==> config.mk <==
export PLATFORM = sky130hd
export DESIGN_NAME = laser_palette_sched
export DESIGN_NICKNAME = d
export VERILOG_FILES = /design/src/rtl/laser_palette_pkg.sv /design/src/rtl/laser_blink_gen.sv /design/src/rtl/laser_palette_sched.sv
export SDC_FILE = /design/constraint.sdc
export NUM_CORES = 1
export LEC_CHECK = 0
export BUFFER_PORTS_ARGS = -buffer_cell sky130_fd_sc_hd__buf_2
export CORE_ASPECT_RATIO = 1.4
export CORE_MARGIN = 1.5
export CORE_UTILIZATION = 57
export CTS_BUF_LIST = sky130_fd_sc_hd__clkbuf_8
export CTS_CLUSTER_SIZE = 8
export DETAILED_ROUTE_END_ITERATION = 12
export HOLD_SLACK_MARGIN = 0.12
export PLACE_DENSITY = 0.82
export SLEW_MARGIN = 10
export SYNTH_ARGS = -nofsm -noshare
export SYNTH_HDL_FRONTEND = slang
export SYNTH_SLANG_ARGS = --single-unit
==> constraint.sdc <==
create_clock -name Clk -period 1.8 [get_ports Clk]
set_input_delay 0.18 -clock Clk [delete_from_list [all_inputs] [get_ports Clk]]
set_output_delay 0.18 -clock Clk [all_outputs]
set_load 0.05 [all_outputs]
==> src/rtl/laser_palette_pkg.sv <==
// rtl/laser_palette_pkg.sv - shared types and laser palette constants
package laser_palette_pkg;
    typedef logic [11:0] rgb12_t;
    typedef logic [4:0]  pal_idx_t;

    typedef enum logic [1:0] {SEL_NONE, SEL_PIX, SEL_HST} sel_e;

    // Palette slots of the red, yellow, green and orange laser strings
    localparam pal_idx_t LASER_IDX [0:3] = '{5'd5, 5'd7, 5'd17, 5'd21};
    localparam pal_idx_t FLASH_IDX = 5'd10;
endpackage

==> src/rtl/laser_blink_gen.sv <==
// rtl/laser_blink_gen.sv - blink phase generator and beam-break synchronisers
module laser_blink_gen #(
    parameter int NUM_LASERS   = 4,
    parameter int BLINK_PERIOD = 6250000
) (
    input  logic                  Clk,
    input  logic                  Reset_n,
    input  logic [NUM_LASERS-1:0] beam_broken,
    output logic                  phase,
    output logic [NUM_LASERS-1:0] bb_s
);
    localparam int CW = $clog2(BLINK_PERIOD);

    logic [CW-1:0]         cnt;
    logic [NUM_LASERS-1:0] bb_meta;

    always_ff @(posedge Clk or negedge Reset_n) begin
        if (!Reset_n) begin
            cnt     <= '0;
            phase   <= 1'b0;
            bb_meta <= '0;
            bb_s    <= '0;
        end else begin
            bb_meta <= beam_broken;
            bb_s    <= bb_meta;
            if (cnt == CW'(BLINK_PERIOD - 1)) begin
                cnt   <= '0;
                phase <= ~phase;
            end else begin
                cnt <= cnt + 1'b1;
            end
        end
    end
endmodule

==> src/rtl/laser_palette_sched.sv <==
// rtl/laser_palette_sched.sv - time-shares the palette between pixel and host ports
module laser_palette_sched
    import laser_palette_pkg::*;
#(
    parameter int NUM_LASERS   = 4,
    parameter int BLINK_PERIOD = 6250000,
    parameter int STARVE_LIMIT = 1024
) (
    input  logic                  Clk,
    input  logic                  Reset_n,
    input  logic                  pix_valid,
    input  logic [4:0]            pix_index,
    output logic [11:0]           pix_rgb,
    output logic                  pix_rgb_valid,
    input  logic                  hst_valid,
    output logic                  hst_ready,
    input  logic [4:0]            hst_index,
    output logic [11:0]           hst_rgb,
    output logic                  hst_rgb_valid,
    output logic                  hst_starved,
    input  logic [NUM_LASERS-1:0] beam_broken,
    output logic [4:0]            pal_index,
    input  logic [11:0]           pal_rgb
);
    localparam int WW = $clog2(STARVE_LIMIT + 1);

    logic                  phase;
    logic [NUM_LASERS-1:0] bb_s;
    sel_e                  grant;
    sel_e                  s1_sel;
    pal_idx_t              grant_index;
    pal_idx_t              s1_index;
    logic [WW-1:0]         wait_cnt;
    logic [WW-1:0]         wait_next;
    logic                  hst_xfer;

    laser_blink_gen #(
        .NUM_LASERS  (NUM_LASERS),
        .BLINK_PERIOD(BLINK_PERIOD)
    ) u_blink (
        .Clk        (Clk),
        .Reset_n    (Reset_n),
        .beam_broken(beam_broken),
        .phase      (phase),
        .bb_s       (bb_s)
    );

    // Walk from the highest laser down so the lowest matching laser decides
    function automatic pal_idx_t remap(input pal_idx_t idx, input logic ph,
                                       input logic [NUM_LASERS-1:0] bb);
        pal_idx_t r;
        r = idx;
        for (int k = NUM_LASERS - 1; k >= 0; k--)
            if (ph && bb[k] && idx == LASER_IDX[k])
                r = FLASH_IDX;
        return r;
    endfunction

    assign hst_ready = Reset_n & ~pix_valid;
    assign hst_xfer  = hst_valid & hst_ready;
    assign pal_index = s1_index;

    always_comb begin
        grant       = SEL_NONE;
        grant_index = hst_index;
        if (pix_valid) begin
            grant       = SEL_PIX;
            grant_index = remap(pix_index, phase, bb_s);
        end else if (hst_xfer) begin
            grant = SEL_HST;
        end
        wait_next = '0;
        if (hst_valid && !hst_ready)
            wait_next = (wait_cnt >= WW'(STARVE_LIMIT)) ? wait_cnt : wait_cnt + 1'b1;
    end

    always_ff @(posedge Clk or negedge Reset_n) begin
        if (!Reset_n) begin
            s1_sel        <= SEL_NONE;
            s1_index      <= '0;
            pix_rgb       <= '0;
            pix_rgb_valid <= 1'b0;
            hst_rgb       <= '0;
            hst_rgb_valid <= 1'b0;
            wait_cnt      <= '0;
            hst_starved   <= 1'b0;
        end else begin
            s1_sel <= grant;
            // Holding the index while idle keeps the palette address quiet
            if (grant != SEL_NONE)
                s1_index <= grant_index;
            pix_rgb_valid <= (s1_sel == SEL_PIX);
            hst_rgb_valid <= (s1_sel == SEL_HST);
            if (s1_sel == SEL_PIX)
                pix_rgb <= pal_rgb;
            if (s1_sel == SEL_HST)
                hst_rgb <= pal_rgb;
            wait_cnt    <= wait_next;
            hst_starved <= (wait_next >= WW'(STARVE_LIMIT));
        end
    end
endmodule
==> results.md <==
- The share of total power dissipated in the clock network is 31.1%.
- During I/O placement, the number of pins put on the boundary was 63.
- In this run, synthesis inferred 0 flip-flops with an integrated enable.
- Summed over all nets, wire length on met3 after detailed routing comes to 306 µm.
- Dividing the final minimum period by the clock period gives 92.1%.
- For the worst setup path, the data required time is 2.03 ns.
- CTS built an H-tree with a depth of 3.
- The clock latency on the worst-skew pair is 0.35 ns.
- The number of distinct standard cells referenced by the synthesized netlist is 41.
- The synthesized netlist devotes 4.38% of its cell area to compound gates.
- Entering global routing, the biggest net connects 76 pins.
- Clock-pin slew was measured on the worst setup and hold paths at 0.09 ns.
- The analysis attributes to cell leakage a power of 1.88 nW.
- The maximum vdd drop is 655 µV.
- The total detailed-routing wirelength is 6540 µm.
- Summed over all instances, the cell type with the most area after synthesis is sky130_fd_sc_hd__dfrtp_1.
- Grouping stages by cell kind, the critical path spends the most delay in simple AND/OR/NAND/NOR gates.
- The post-route netlist has 32.1% of its cells at a drive strength greater than 1.
- The first detailed-routing pass took 5 iterations.
- In this run the deepest clock path goes through 2 buffers.
- The average wire per standard cell is 14.9 µm.
- Of the total power, the share spent switching nets is 33.3%.
- STA classifies the critical path startpoint as a register.
- For this run, the post-layout net count is 399.
- The layout overhead on the synthesized area is 25.7%.
- Summing every instance area after synthesis gives 0.00326 mm².
- The die footprint is 0.00619 mm².
- Between clock sinks in the finished design, the worst skew comes to 0.0153 ns.
- Yosys instantiated no cell more often than sky130_fd_sc_hd__dfrtp_1.
- The global placement routability congestion is 0.927.
- The share of power burned in registers is 48.8%.
- The category of the most critical setup path is register to register.
- Combinational logic burns 20.1% of the power.
- Setup repair after global routing left no endpoint under its margin.
- In this run the worst hold path is classified as primary input to register.
- The arithmetic-cell share of the synthesized area counting full adders, half adders and majority gates is 1.15%.
- The final-report setup violation count is 0.
- The slowest cell on the critical path is sky130_fd_sc_hd__or4_4.
- The run finished with clean final reports.
- In this run the top signal layer used is met4.
- The post-detailed-route count of antenna-violating nets is 0.
- The first-pass GRT wire length is 10700 µm.
- The root buffer cell chosen for the clock tree is sky130_fd_sc_hd__clkbuf_8.
- The number of global-route vias before repair came to 2421.
- For this run, the top clock speed supported by timing is 603 MHz.
- The final-layout fill cell count is 376.
- Global routing finished with a remaining overflow of 0.
- Detailed routing inserted a total of 2436 vias.
- The power per cell area is 943 mW/mm².
- The worst pin sits at a relative slew slack of 40.0%.
- The floorplan die width is 66.9 µm.
- The final count of pins violating max slew is 0.
- In this design, the stage delay of the slowest critical-path cell is 0.47 ns.
- CTS saw 76 sinks.
- TritonCTS built the clock tree.
- The transition time at the pin with the least slew margin is 0.900 ns.
- The mean number of vias per cell is 5.55.
- Detailed routing placed a total of 3450 µm of wire on met2.
- The quantity of hold-fixing buffers added after cts is 22.
- For this run, asynchronously set or reset flops after synthesis account for 100%.
- The share of the core filled with cells in the final layout is 74.2%.
- The worst path buffer plus inverter count is 1.
- After Yosys synthesis, and, or, nand and nor cells account for 17.2% of the synthesized area.
- STA classifies the critical path endpoint as a register.
- The post-DP HPWL is 4500 µm.
- The die is 92.5 µm tall.
- The share of the Yosys chip area taken by registers is 58.3%.
- After synthesis, the largest family of logic cells by area is simple AND/OR/NAND/NOR gates.
- The total internal power is 2.58 mW.
- The total routing resource utilization after global routing is 23.0%.
- By count the netlist is led by sky130_fd_sc_hd__dfrtp_1, sky130_fd_sc_hd__mux2_2, sky130_fd_sc_hd__nor2_1.
- The post-synthesis net count is 301.
- The net switching component of the power is 1.29 mW.
- The total number of yosys warnings is 0.
- The commonest register cell after synthesis is sky130_fd_sc_hd__dfrtp_1.
- In this run the biggest area consumer among cell types represents 58.3% of the synthesized area.
- The tool flagged a number of max-cap violations equal to 0.
- The repair_antennas step left the layout with diodes totalling 0.
- After technology mapping, the gate count stands at 268.
- The first routing iteration left 148 violations.
- The effective utilization at floorplan is 59.0%.
- After detailed routing, the number of remaining DRC violations is 0.
- The average footprint of a synthesized cell is 12.2 µm².
- The final total negative setup slack is 0 ns.
- The initial antenna violation count was 0.
- The xor/xnor cell area share of the yosys netlist is 5.91%.
- The floorplan core area is 0.00553 mm².
- Once the clock tree was built, the resizer swapped 0 gates to a different size.
- The count of input and output buffers is 62.
- After detailed routing, the wire length on met1 is 2690 µm.
- The total clock buffers created by CTS is 9.
- The critical-path maximum fanout is 7.
- The signal on the critical path passes through nand4b_1, or4_4, nor2_4, buf_4, nor2_1.
- The initialized floorplan defines 32 standard-cell rows.
- In the post-synthesis netlist, the biggest area contributors are sky130_fd_sc_hd__dfrtp_1, sky130_fd_sc_hd__mux2_2, sky130_fd_sc_hd__xnor2_1.
- After synthesis, the share of cell area in mux cells is 10.7%.
- The final-report hold violation count was 0.
- The final critical delay including setup and external delays is 1.66 ns.
- After clock tree synthesis, the setup repair step added 0 buffers.
- The critical path arrival is 1.89 ns.
- The register bit count reported by yosys is 76.
tightest hold or removal path, cell delays in order:
cell                      delay, ns
sky130_fd_sc_hd__buf_2         0.09
sky130_fd_sc_hd__nor3_1        0.04
sky130_fd_sc_hd__o21ai_0       0.15
worst paths after layout:
path / start / to / slack, ns / cells past startpoint
hold / removal: pix_index[3] / pal_index[3]$_DFFE_PN0P_ / 0.14 / 3
hold reg to reg: u_blink.bb_meta[1]$_DFF_PN0_ / u_blink.bb_s[1]$_DFF_PN0_ / 0.36 / 0
setup / recovery: u_blink.cnt[8]$_DFF_PN0_ / u_blink.cnt[4]$_DFF_PN0_ / 0.14 / 5
setup reg to reg: u_blink.cnt[8]$_DFF_PN0_ / u_blink.cnt[4]$_DFF_PN0_ / 0.14 / 5
min in group asynchronous: Reset_n / u_blink.cnt[15]$_DFF_PN0_ / 0.21 / 2
max in group asynchronous: Reset_n / u_blink.cnt[20]$_DFF_PN0_ / 0.53 / 3
per-layer routing:
metal | global-route usage, % | vias up
met5 | 0 | -
li1 | - | 1149
met3 | 6.08 | 8
met1 | 27.2 | 1199
met2 | 39.3 | 80
met4 | 8.67 | 0
metrics by stage:
stage / instance area [µm²] / setup WS (ns) / hold slack [ns] / power [mW] / cells
6_report: 4100 / 0.142 / 0.136 / 3.86 / 439
3_3_place_gp: 3690 / 0.175 / -0.0240 / 2.64 / 401
4_1_cts: 4100 / 0.136 / 0.121 / 3.90 / 439
2_1_floorplan: 3260 / 0.209 / -0.116 / 2.44 / 268
5_1_grt: 4100 / 0.00807 / 0.153 / 4.03 / 439
3_5_place_dp: 3690 / 0.158 / -0.0194 / 2.66 / 401
cells by family after synthesis:
| logic type | after synthesis |
|---|---|
| AO/OA/AOI/OAI | 24 |
| AND/OR/NAND/NOR | 94 |
| adder cells (fa/ha/maj) | 3 |
| flip-flops | 76 |
| XOR/XNOR | 22 |
| buffers and inverters | 17 |
| multiplexers | 32 |
flip-flops by register name, summed over array words and instances, names as in the netlist, 2 cells and up:
register,flops
u_blink.cnt,23
wait_cnt,10
s1_sel,2
u_blink.bb_meta,4
pal_index,5
u_blink.bb_s,4
hst_rgb,12
pix_rgb,12
layout by cell type (no fill, tap or decap), types with 9 or more instances in the layout:
master and n:
sky130_fd_sc_hd__dfrtp_1 76, sky130_fd_sc_hd__buf_2 62, sky130_fd_sc_hd__mux2_2 24, sky130_fd_sc_hd__dlygate4sd3_1 22, sky130_fd_sc_hd__nor2_1 19, sky130_fd_sc_hd__xnor2_1 13
sky130_fd_sc_hd__nand2_1 11, sky130_fd_sc_hd__nand3_1 11, sky130_fd_sc_hd__inv_1 10, sky130_fd_sc_hd__buf_4 10, sky130_fd_sc_hd__xor2_1 9, sky130_fd_sc_hd__clkbuf_8 9
cell type report:
| type | count | area, µm² | area share, % |
|---|---|---|---|
| Inverter | 10 | 37.5 | 0.916 |
| Clock buffer | 9 | 124 | 3.02 |
| Sequential cell | 76 | 1900 | 46.4 |
| Multi-Input combinational cell | 175 | 1280 | 31.3 |
| Timing Repair Buffer | 94 | 606 | 14.8 |
| Clock inverter | 7 | 60.1 | 1.47 |
| Tap cell | 68 | 85.1 | 2.08 |
power groups by stage:
stage	combinational [mW]	sequential, mW	clock [mW]
after floorplan	0.144	2.29	0
after global placement	0.731	1.91	0
after detailed placement	0.744	1.92	0
after CTS	0.781	1.88	1.23
after global routing	0.820	1.90	1.31
final	0.776	1.88	1.20
No activity file was read; power rests on OpenSTA's default activity.
